### src/rtl/spi_cfg_master.sv
// spi_cfg_master: burst-write sequencer driving the SPI slow-control block's sclk/serial_in/iclk pins.
// Define SPI_CFG_AUTO_IRST_EN to close every write frame with the 8-pulse iclk reset sequence.
module spi_cfg_master #(
  parameter int MAX_BYTES = 4,
  parameter int LW        = $clog2(MAX_BYTES + 1)
) (
  input  logic          clk,
  input  logic          rstn,
  input  logic          req_valid,
  output logic          req_ready,
  input  logic [7:0]    req_addr,
  input  logic [LW-1:0] req_len,
  input  logic          data_valid,
  input  logic [7:0]    data,
  output logic          data_ready,
  input  logic          rst_req,
  output logic          sclk,
  output logic          serial_in,
  output logic          iclk,
  output logic          busy,
  output logic          done,
  output logic [2:0]    dbg_state
);

  typedef enum logic [2:0] {
    S_IDLE  = 3'd0,
    S_ADDR  = 3'd1,
    S_FETCH = 3'd2,
    S_DATA  = 3'd3,
    S_IRST  = 3'd4,
    S_DONE  = 3'd5
  } state_t;

  state_t     r_state, w_state_nxt;
  logic       r_phase, w_phase_nxt;
  logic [2:0] r_bit_cnt, w_bit_cnt_nxt;
  logic [7:0] r_byte_cnt, w_byte_cnt_nxt;
  logic [7:0] r_shift, w_shift_nxt;
  logic       r_sclk, w_sclk_nxt;
  logic       r_sin, w_sin_nxt;
  logic       r_iclk, w_iclk_nxt;
  logic [7:0] w_len_clamped;

  assign w_len_clamped = (32'(req_len) > 32'(MAX_BYTES)) ? 8'(MAX_BYTES) : 8'(req_len);

  // Handshake: a request transfers on req_valid && req_ready, a data byte on data_valid && data_ready.
  assign req_ready  = (r_state == S_IDLE);
  assign data_ready = (r_state == S_FETCH) && data_valid;
  assign busy       = (r_state != S_IDLE);
  assign done       = (r_state == S_DONE);
  assign sclk       = r_sclk;
  assign serial_in  = r_sin;
  assign iclk       = r_iclk;
  assign dbg_state  = r_state;

  always_ff @(posedge clk or negedge rstn) begin
    if (!rstn) begin
      r_state    <= S_IDLE;
      r_phase    <= 1'b0;
      r_bit_cnt  <= 3'd0;
      r_byte_cnt <= 8'd0;
      r_shift    <= 8'd0;
      r_sclk     <= 1'b0;
      r_sin      <= 1'b0;
      r_iclk     <= 1'b0;
    end else begin
      r_state    <= w_state_nxt;
      r_phase    <= w_phase_nxt;
      r_bit_cnt  <= w_bit_cnt_nxt;
      r_byte_cnt <= w_byte_cnt_nxt;
      r_shift    <= w_shift_nxt;
      r_sclk     <= w_sclk_nxt;
      r_sin      <= w_sin_nxt;
      r_iclk     <= w_iclk_nxt;
    end
  end

  // Pin values are computed for the next state so they leave the flops aligned with it.
  always_comb begin
    w_state_nxt    = r_state;
    w_phase_nxt    = r_phase;
    w_bit_cnt_nxt  = r_bit_cnt;
    w_byte_cnt_nxt = r_byte_cnt;
    w_shift_nxt    = r_shift;
    w_sclk_nxt     = 1'b0;
    w_sin_nxt      = r_sin;
    w_iclk_nxt     = 1'b0;
    case (r_state)
      S_IDLE: begin
        w_sin_nxt     = 1'b0;
        w_phase_nxt   = 1'b0;
        w_bit_cnt_nxt = 3'd0;
        if (rst_req) begin
          w_state_nxt = S_IRST;
          w_iclk_nxt  = 1'b1;
        end else if (req_valid) begin
          w_state_nxt    = S_ADDR;
          w_shift_nxt    = req_addr;
          w_byte_cnt_nxt = w_len_clamped;
          w_sin_nxt      = req_addr[7];
        end
      end
      S_ADDR, S_DATA: begin
        if (!r_phase) begin
          w_phase_nxt = 1'b1;
          w_sclk_nxt  = 1'b1;
        end else begin
          w_phase_nxt = 1'b0;
          if (r_bit_cnt == 3'd7) begin
            w_bit_cnt_nxt = 3'd0;
            if (r_byte_cnt != 8'd0) begin
              w_state_nxt = S_FETCH;
            end else begin
`ifdef SPI_CFG_AUTO_IRST_EN
              w_state_nxt = S_IRST;
              w_iclk_nxt  = 1'b1;
`else
              w_state_nxt = S_DONE;
`endif
              w_sin_nxt = 1'b0;
            end
          end else begin
            w_bit_cnt_nxt = r_bit_cnt + 3'd1;
            w_shift_nxt   = {r_shift[6:0], 1'b0};
            w_sin_nxt     = r_shift[6];
          end
        end
      end
      S_FETCH: begin
        if (data_valid) begin
          w_state_nxt    = S_DATA;
          w_shift_nxt    = data;
          w_sin_nxt      = data[7];
          w_byte_cnt_nxt = (r_byte_cnt == 8'd0) ? 8'd0 : r_byte_cnt - 8'd1;
        end
      end
      S_IRST: begin
        w_sin_nxt = 1'b0;
        if (!r_phase) begin
          w_phase_nxt = 1'b1;
        end else begin
          w_phase_nxt = 1'b0;
          if (r_bit_cnt == 3'd7) begin
            w_bit_cnt_nxt = 3'd0;
            w_state_nxt   = S_DONE;
          end else begin
            w_bit_cnt_nxt = r_bit_cnt + 3'd1;
            w_iclk_nxt    = 1'b1;
          end
        end
      end
      S_DONE: begin
        w_state_nxt = S_IDLE;
        w_sin_nxt   = 1'b0;
      end
      default: w_state_nxt = S_IDLE;
    endcase
  end

endmodule

### config.mk
export PLATFORM = sky130hd
export DESIGN_NAME = spi_cfg_master
export DESIGN_NICKNAME = d
export VERILOG_FILES = /design/src/rtl/spi_cfg_master.sv
export SDC_FILE = /design/constraint.sdc
export NUM_CORES = 1
export LEC_CHECK = 0
export CAP_MARGIN = 5
export CORE_ASPECT_RATIO = 2
export CORE_MARGIN = 1.5
export CORE_UTILIZATION = 40
export CTS_BUF_LIST = sky130_fd_sc_hd__clkbuf_8
export DETAILED_ROUTE_END_ITERATION = 16
export DONT_BUFFER_PORTS = 1
export HOLD_SLACK_MARGIN = 0.03
export PLACE_DENSITY = 0.54
export SKIP_LAST_GASP = 1
export SLEW_MARGIN = 20
export SYNTH_ARGS = -nofsm -noshare
export SYNTH_HDL_FRONTEND = slang
export SYNTH_SLANG_ARGS = --single-unit
### constraint.sdc
create_clock -name clk -period 1.97 [get_ports clk]
set_input_delay 0.394 -clock clk [delete_from_list [all_inputs] [get_ports clk]]
set_output_delay 0.394 -clock clk [all_outputs]
set_load 0.01 [all_outputs]
==> run_results.csv <==
group,metric,value,unit
logic_synthesis,synth-async-reset-ratio,100,%
cts,clock-root-buffer,"clkbuf_8",
route,via_per_inst,5.94,
route,dr_total_vias,1407,
logic_synthesis,netlist-cell-type-count,52,
final_layout,mostFrequentLayoutCells,"dfrtp_1 (24), a22oi_1 (15), nor2_1 (14), buf_4 (14), o21ai_0 (12)",
global_route,grtUsageTotal,18.7,%
timing,report.final.slew_viol_count,0,
route,routed-wl-met3,179,um
floorplan,std_cell_rows,33,
route,initial_detailed_routing_violation_count,21,
logic_synthesis,synth_nets,205,
global_route,grt_antenna_before_repair,0,
route,detail_route.drc_violations,0,
logic_synthesis,synth_area,1690,um2
final_layout,sequential_cell_area,627,um2
placement,routability_cong,0.850,
worst_hold_path,timing.hold.worst.class,"in2reg",
cts,clkSlewWorstSetupHoldPaths,90,ps
floorplan,design.core.area,4090,um2
timing,max-slew-margin-rel,54.8,%
timing,timing_hold_violations_final,0,
floorplan,die-height,94.8,um
global_route,globalRoute.totalOverflow,0,
timing,tns,0,ps
cts,clkLatencyLatePin,270,ps
route,first_pass_iteration_count_of_the_detailed_router,4,
timing,final.period_utilization,95.8,%
critical_path,minimum_setup_slack_among_reg_to_reg_paths,80,ps
critical_path,worstPathMaxFanout,9,
route,highest-signal-layer,"met4",
route,post_drt_wl_per_cell,17.1,um
timing,rsz0062_at_grt,"false",
final_layout,antenna_cells_inserted,0,
cts,cts-buffers-inserted,3,
timing,worst_slack,82.3,ps
floorplan,floorplan.initialDensity,41.3,%
logic_synthesis,ys.warnings.count,0,
timing,final_period_minus_worst_setup_slack,1890,ps
logic_synthesis,synth_area_per_cell,9.53,um2
cts,cts_tree,"built",
final_layout,syn2layout_area_growth,11.7,%
timing,skew,4.91,ps
cts,clock_tree.htree_level_count,1,
route,drtAntennaViolNets,0,
floorplan,die_area,4640,um2
critical_path,crit_required,2180,ps
final_layout,nFillCells,407,
final_layout,multi_input_area,973,um2
final_layout,design.final.nets,214,
cts,clock_sinks,25,
power,finalPower,3.23,mW
critical_path,worstPathArrival,2090,ps
route,dr_wl_met2,2270,um
final_layout,mostFrequentLayoutCell,"dfrtp_1",
job,timing.max_cap.violations,0,
logic_synthesis,seq_area_frac_synth,37.1,%
power,vdd_drop_max,807,uV
route,met1Wirelength,1520,um
timing,setup_viol,0,
placement,hpwl,3190,um
logic_synthesis,synth_edf_count,0,
timing,worst_slew_pin_slew,674,ps
placement,portBuffers,0,
logic_synthesis,ys_ff_latch,25,
placement,dp_worst_setup_slack,94.4,ps
logic_synthesis,syn-instance-count,177,
global_route,grt_pass1_wl,6730,um
critical_path,critical_path.startpoint_type,"flip-flop",
floorplan,ios,34,
power,power.density_cell_area,1710,nW/um2
route,final_wl,4060,um
run_status,status,"finished clean",
critical_path,crit_type,"reg2reg",
power,static-leakage-power,0.808,nW
critical_path,end_kind,"flip-flop",
global_route,first_global_vias,1391,
final_layout,fraction_of_layout_instances_using_a_drive_strength_above_1,23.8,%
cts,cts-root-to-sink-buffers,2,
global_route,largest_net_degree_at_the_start_of_global_routing,26,
logic_synthesis,synth_ff_type,"dfrtp_1",
floorplan,fp.dieW,48.9,um
timing,fmaxAchievable,530,MHz
[final timing paths]
kind / startpoint / end / cells after the start
worst min-delay path: req_len[2] / r_byte_cnt[2] / 2
max in group asynchronous: rstn / dbg_state[1] / 2
worst min register to register: r_shift[0] / r_shift[0] / 1
worst max-delay path: dbg_state[1] / r_byte_cnt[6] / 5
worst max register to register: dbg_state[1] / r_byte_cnt[6] / 5
min in group asynchronous: rstn / sclk / 2
[routing by layer]
metal / track usage (%) / up-vias
met5: 0 / -
li1: - / 679
met1: 19.5 / 690
met2: 36.2 / 31
met3: 3.16 / 7
met4: 7.62 / 0
[power by group]
part	leakage, nW	switching, mW	internal (mW)	total, mW
registers	0.314	0.257	0.754	1.01
clock network	0.0255	0.169	0.142	0.311
logic	0.468	1.01	0.899	1.91
[critical path: stages, from the launching register on]
cell and delay (ps):
dfrtp_2 460, buf_4 170, nor3b_2 370, o21ai_2 200, or3b_2 480, a21oi_1 150
[cell usage after synthesis (2+ instances only)]
cell / count / area [um2]
mux2_2: 9 / 101
o21ai_0: 12 / 60.1
a211oi_1: 3 / 22.5
or3_1: 2 / 12.5
inv_1: 9 / 33.8
and2_1: 3 / 18.8
mux2i_1: 2 / 20.0
nand2b_1: 4 / 25.0
ha_1: 4 / 50.1
or2_2: 2 / 12.5
and3_1: 2 / 12.5
a21oi_1: 9 / 45.0
o21a_1: 2 / 15.0
nor2_1: 15 / 56.3
buf_2: 2 / 10.0
a221oi_1: 5 / 43.8
xnor2_1: 2 / 17.5
nand2_1: 5 / 18.8
nor3_1: 3 / 15.0
nor4_1: 2 / 12.5
clkbuf_1: 8 / 30.0
nor2b_1: 4 / 25.0
a22oi_1: 15 / 113
dfrtp_1: 25 / 626
[kinds of logic (layout without fill, tap and decap cells)]
group                      Yosys count  after routing  synth area share (%)
DFF                                 25             25                  37.1
AOI/OAI and AO/OA                   60             60                  26.9
and+or+nand+nor                     51             51                  18.2
muxes                               11             11                  7.20
xor gates and xnor gates             3              3                  1.56
adders and majority gates            5              5                  3.56
buffers and inverters               22             30                  5.49
[sequential cells by signal (all words and copies together), names as in the netlist]
signal      flops
r_shift         7
serial_in       1
iclk            1
r_byte_cnt      8
r_bit_cnt       3
r_phase         1
dbg_state       3
sclk            1
[cell type report]
class                      instances  share of cell area (%)
multi-input combinational        130                    51.7
sequential                        25                    33.3
tap                               52                    3.45
clock buffer                       3                    2.19
clock inverter                     1                   0.266
inverter                          10                    1.99
timing repair buffer              16                    7.17
[through the flow]
stage / util [%] / instances / hold WS [ps] / instance area [um2]
final: 46.1 / 237 / 326 / 1880
after global routing: 46.1 / 237 / 343 / 1880
after CTS: 45.9 / 236 / 324 / 1870
after detailed placement: 43.9 / 230 / 99.1 / 1790
after global placement: 43.9 / 230 / 99.2 / 1790
after floorplan: - / 177 / 98.4 / 1690
[timing repair]
action	CTS	global route
pin swaps	0	0
endpoints found under the hold margin	25	0
endpoints found under the setup margin	1	3
gates resized for setup	2	1
buffers inserted	0	1
hold buffers	2	0
Power figures use the tool's default switching activity.
